==> src/rtl/apb_regbank_slave.sv <==
// APB4 completer exposing a bank of byte-strobed registers with optional wait states.
// Register 0 is a read-only ID word; faulting transfers complete with pslverr and no side effects.
module apb_regbank_slave #(
    parameter int unsigned ADDR_WIDTH  = 32,
    parameter int unsigned DATA_WIDTH  = 32,
    parameter int unsigned NUM_REGS    = 16,
    parameter int unsigned WAIT_STATES = 0,
    parameter logic [31:0] ID_VALUE    = 32'h5350_4901
) (
    input  logic                           pclk,
    input  logic                           preset_n,
    input  logic                           psel,
    input  logic                           penable,
    input  logic                           pwrite,
    input  logic [ADDR_WIDTH-1:0]          paddr,
    input  logic [DATA_WIDTH-1:0]          pwdata,
    input  logic [DATA_WIDTH/8-1:0]        pstrb,
    output logic [DATA_WIDTH-1:0]          prdata,
    output logic                           pready,
    output logic                           pslverr,
    output logic [NUM_REGS*DATA_WIDTH-1:0] reg_q
);

    localparam int unsigned NBYTES = DATA_WIDTH / 8;
    localparam int unsigned LSB    = $clog2(NBYTES);
    localparam int unsigned IDXW   = $clog2(NUM_REGS);

    // One extra bit so the span itself is representable when it equals 2**ADDR_WIDTH.
    localparam logic [ADDR_WIDTH:0]   SPAN       = (ADDR_WIDTH + 1)'(NUM_REGS * NBYTES);
    localparam logic [ADDR_WIDTH-1:0] ALIGN_MASK = ADDR_WIDTH'(NBYTES - 1);
    localparam logic [DATA_WIDTH-1:0] ID_WORD    = DATA_WIDTH'(ID_VALUE);

    localparam logic StIdle   = 1'b0;
    localparam logic StAccess = 1'b1;

    logic                                   state_q, state_d;
    logic [3:0]                             cnt_q, cnt_d;
    logic [ADDR_WIDTH-1:0]                  addr_q, addr_d;
    logic                                   write_q, write_d;
    logic [DATA_WIDTH-1:0]                  wdata_q, wdata_d;
    logic [NBYTES-1:0]                      strb_q, strb_d;
    logic [NUM_REGS-1:0][DATA_WIDTH-1:0]    bank_q, bank_d;

    logic [IDXW-1:0] idx;
    logic            out_of_range;
    logic            misaligned;
    logic            ro_write;
    logic            err;
    logic            complete;

    // Error decode uses only the latched transfer, so bus changes in the access phase are inert.
    assign idx          = addr_q[LSB +: IDXW];
    assign out_of_range = {1'b0, addr_q} >= SPAN;
    assign misaligned   = (addr_q & ALIGN_MASK) != '0;
    assign ro_write     = write_q && (idx == '0);
    assign err          = out_of_range || misaligned || ro_write;
    assign complete     = (state_q == StAccess) && (cnt_q == '0) && psel && penable;

    always_comb begin
        pready  = complete;
        pslverr = complete && err;
        prdata  = '0;
        if (complete && !err && !write_q) begin
            prdata = bank_q[idx];
        end
    end

    always_comb begin
        state_d = state_q;
        cnt_d   = cnt_q;
        addr_d  = addr_q;
        write_d = write_q;
        wdata_d = wdata_q;
        strb_d  = strb_q;
        bank_d  = bank_q;

        if (psel && !penable) begin
            state_d = StAccess;
            cnt_d   = 4'(WAIT_STATES);
            addr_d  = paddr;
            write_d = pwrite;
            wdata_d = pwdata;
            strb_d  = pstrb;
        end else if (state_q == StAccess) begin
            if (!psel) begin
                state_d = StIdle;
                cnt_d   = '0;
            end else if (penable) begin
                if (cnt_q != '0) begin
                    cnt_d = cnt_q - 4'd1;
                end else begin
                    state_d = StIdle;
                end
            end
        end

        if (complete && write_q && !err) begin
            for (int unsigned b = 0; b < NBYTES; b++) begin
                if (strb_q[b]) begin
                    bank_d[idx][8*b +: 8] = wdata_q[8*b +: 8];
                end
            end
        end
        bank_d[0] = ID_WORD;
    end

    always_ff @(posedge pclk or negedge preset_n) begin
        if (!preset_n) begin
            state_q   <= StIdle;
            cnt_q     <= '0;
            addr_q    <= '0;
            write_q   <= 1'b0;
            wdata_q   <= '0;
            strb_q    <= '0;
            bank_q    <= '0;
            bank_q[0] <= ID_WORD;
        end else begin
            state_q <= state_d;
            cnt_q   <= cnt_d;
            addr_q  <= addr_d;
            write_q <= write_d;
            wdata_q <= wdata_d;
            strb_q  <= strb_d;
            bank_q  <= bank_d;
        end
    end

    assign reg_q = bank_q;

endmodule
==> config.mk <==
export PLATFORM = sky130hd
export DESIGN_NAME = apb_regbank_slave
export DESIGN_NICKNAME = d
export VERILOG_FILES = /design/src/rtl/apb_regbank_slave.sv
export SDC_FILE = /design/constraint.sdc
export NUM_CORES = 1
export LEC_CHECK = 0
export CAP_MARGIN = 30
export CORE_ASPECT_RATIO = 1.25
export CORE_MARGIN = 2
export CORE_UTILIZATION = 40
export DETAILED_ROUTE_END_ITERATION = 8
export GPL_ROUTABILITY_DRIVEN = 0
export PLACE_DENSITY = 0.73
export SLEW_MARGIN = 20
export SYNTH_ARGS = -nofsm -noshare
export SYNTH_HDL_FRONTEND = slang
export SYNTH_SLANG_ARGS = --single-unit
export TNS_END_PERCENT = 1
==> constraint.sdc <==
create_clock -name pclk -period 4.2 [get_ports pclk]
set_input_delay 1.26 -clock pclk [delete_from_list [all_inputs] [get_ports pclk]]
set_output_delay 1.26 -clock pclk [all_outputs]
set_load 0.005 [all_outputs]
==> metrics.md <==
| Metric | Value |
|---|---|
| Post-synth EDFFs | `0` |
| Via-to-Cell Ratio | `about 5.8` |
| Layout Nets | `~2500` |
| Power per cell area | `343 nW/um2` |
| Min-Delay Endpoint | `strb_q[2]$_DFFE_PN0P_` |
| Leakage | `15.8 nW` |
| Crit path kind | `primary input to output port` |
| Max Clock Freq | `approximately 240 MHz` |
| Num CTS Buffers | `56` |
| Row Count | `105` |
| Flops & latches, synth | `554` |
| Largest net degree at the start of global routing | `95` |
| DRC Markers | `0` |
| First-pass GRT wire length | `around 140000 um` |
| H-tree Lvls | `2` |
| Peak supply drop | `a little under 300 uV` |
| Worst r2r dst | `reg_q[449]$_DFFE_PN0P_` |
| R2r startpoint | `addr_q[4]$_DFFE_PN0P_` |
| Status | `complete, no violations` |
| Core region area | `65400 um2` |
| Share of cells above drive strength 1 | `43.3%` |
| Crit Path Max Fanout | `4` |
| Max-slew violation count | `0` |
| Root Buffer | `clkbuf_16` |
| DIE HEIGHT | `291 um` |
| DRT iter0 DRCs | `1267` |
| IO Pins | `619` |
| Internal reg-to-reg setup slack | `approximately 1.0 ns` |
| PnR Total Power | `12.4 mW` |
| Clk Latency, worst-skew pair | `0.62 ns` |
| CTS tree | `yes` |
| Ranking of synthesized cells by area | `dfrtp_1, mux2_2, mux4_2` |
| Initial Util | `40.3%` |
| Worst slew margin | `41.2%` |
| CP Capture Type | `output port` |
| Startpoint Class | `primary input` |
| CP dominant cell by count | `buf_12` |
| Grt total ovfl | `0` |
| Wire per inst | `29.8 um` |
| DR vias | `19100` |
| Period utilization | `99.9%` |
| Hold Fails Final Rpt | `0` |
| Post-Syn Area | `around 26000 um2` |
| Vias in the first global route | `19900` |
| Async set or reset register ratio after synthesis | `100%` |
| Die area | `68100 um2` |
| Final wirelength | `just under 100000 um` |
| Die Wd | `234 um` |
| HP Start | `strb_q[2]$_DFFE_PN0P_` |
| Max Clock Skew | `approximately 0.024 ns` |
| First-pass iteration count of the detailed router | `5` |
| Yosys synthesis warning count | `0` |
| Ys flop type | `dfrtp_1` |
| Sink Count | `554` |
| CP required | `2.94 ns` |
| Final ANT Viol Nets | `0` |
| Crit path launch | `penable` |
| Commonest non-fill, non-tap cell in the layout | `mux2_2` |
| Min cycle time layout | `4.19 ns` |
| Slew @ Worst Pin | `0.882 ns` |
| Leading area contributor after synthesis | `dfrtp_1` |
| Top cell type's share of synthesized area | `52.5%` |
| Commonest non-fill, non-tap cells in the layout | `mux2_2, clkdlybuf4s50_1, dfrtp_1` |
| Crit path cell chain | `clkdlybuf4s15_1 -> and2_4 -> nand2_2 -> or4_4 -> buf_6 -> buf_12 -> buf_12 -> nor4_4 -> buf_2` |
| Port bufs | `between 500 and 600` |
| Avg Inst Size Synth | `between 15 and 20 um2` |
| Gr usage total | `28.7%` |
| Final setup viols | `0` |
| Area growth, synth to finish | `37.3%` |
| Crit path DAT | `2.93 ns` |
| Detailed Place HPWL | `68200 um` |
| Post-layout util | `55.4%` |
| Post-synthesis cell count | `1735` |
| Unique masters post-synth | `52` |
| Setup repair after global routing missed its margin | `yes` |
| Max Cap Viol | `0` |
| Min-Delay Path Depth | `1` |
| Initial antenna violation count | `9` |
| Min-Delay Path Class | `register to register` |
| CTS Buffer Depth | `3` |
| Crit-path slowest cell | `or4_4` |
| Clock slew at reported path FFs | `0.06 ns` |
| Crit-path max cell delay | `around 0.52 ns` |
| Register area share after synthesis | `52.5%` |
| R2R depth | `7` |
[cell usage after synthesis, types with 27 or more instances]
| cell type | instances |
|---|---|
| nor4_4 | 45 |
| dfrtp_1 | 554 |
| nor4_1 | 30 |
| buf_4 | 35 |
| a221oi_1 | 27 |
| mux2_2 | 569 |
| mux4_2 | 96 |
| buf_1 | 28 |
| buf_2 | 35 |
| clkbuf_1 | 62 |
| nand4_1 | 59 |
| nor2_1 | 29 |
[sequential cells by signal (all words and copies together), names as in the netlist]
signal,count
reg_q,480
write_q,1
strb_q,4
addr_q,32
state_q,1
wdata_q,32
cnt_q,4
[worst max-delay path: cells and delay by family]
kind | cells | cell delay [ns]
buffers and inverters | 5 | 0.80
and+or+nand+nor | 4 | 0.86
[kinds of logic (layout without fill, tap and decap cells)]
group	after synthesis	count (layout)	share of synthesized area [%]
other cells	2	38	0.0285
mux	683	683	33.2
buf+inv	178	845	3.43
flops	554	554	52.5
fa+ha+maj	2	2	0.0948
compound gates	82	82	2.36
simple gates	234	234	8.39
[through the flow]
step | hold WS [ns] | setup slack (ns) | area (um2) | TNS (ns) | cells
after floorplan | 0.473 | 0.234 | 26500 | 0 | 1765
after global placement | 0.486 | -1.10 | 33800 | -29.45 | 3169
after detailed placement | 0.492 | -1.13 | 33800 | -30.49 | 3169
after CTS | 0.505 | -0.0967 | 36100 | -0.217 | 3285
after global routing | 0.521 | -0.0646 | 36200 | -0.272 | 3293
final | 0.503 | 0.00539 | 36200 | 0 | 3294
[final cells by class]
cell class                 instances  area, um2
clock inverter                    26        288
fill                            5222      29200
multi-input combinational       1033      12200
sequential                       554      13900
antenna                            6       15.0
clock buffer                      79       1610
inverter                           8       30.0
timing repair buffer             732       7120
tap                              856       1070
[per-layer routing]
layer	routed length (um)	up-vias	share of wire, %	track usage (%)
met5	52	-	0.053	0
met4	5480	8	5.6	14.1
met3	6570	230	6.7	6.21
met2	48200	834	49	47.4
met1	37800	10100	39	35.3
li1	-	7912	-	-
[power breakdown]
group,internal [mW],switching [mW],total [mW]
clock network,2.99,2.18,5.17
registers,5.45,0.278,5.73
logic,0.588,0.964,1.55
[repair_timing]
action | in CTS | in global routing
gates cloned | 4 | 0
setup endpoints to repair | 34 | 29
hold buffers | 0 | 0
pin swaps | 24 | 12
buffers inserted | 8 | 4
gates resized for setup | 196 | 19
[how the worst max path moves through the flow]
| stage | slack (ns) | end | cells after the start |
|---|---|---|---|
| 6_report | 0.005 | prdata[15] | 9 |
| 2_1_floorplan | 0.23 | prdata[2] | 7 |
| 3_3_place_gp | -1.10 | prdata[11] | 8 |
| 4_1_cts | -0.1 | prdata[11] | 7 |
| 3_5_place_dp | -1.13 | prdata[11] | 8 |
| 5_1_grt | -0.06 | prdata[8] | 8 |
(Power assumes the default switching activity.)
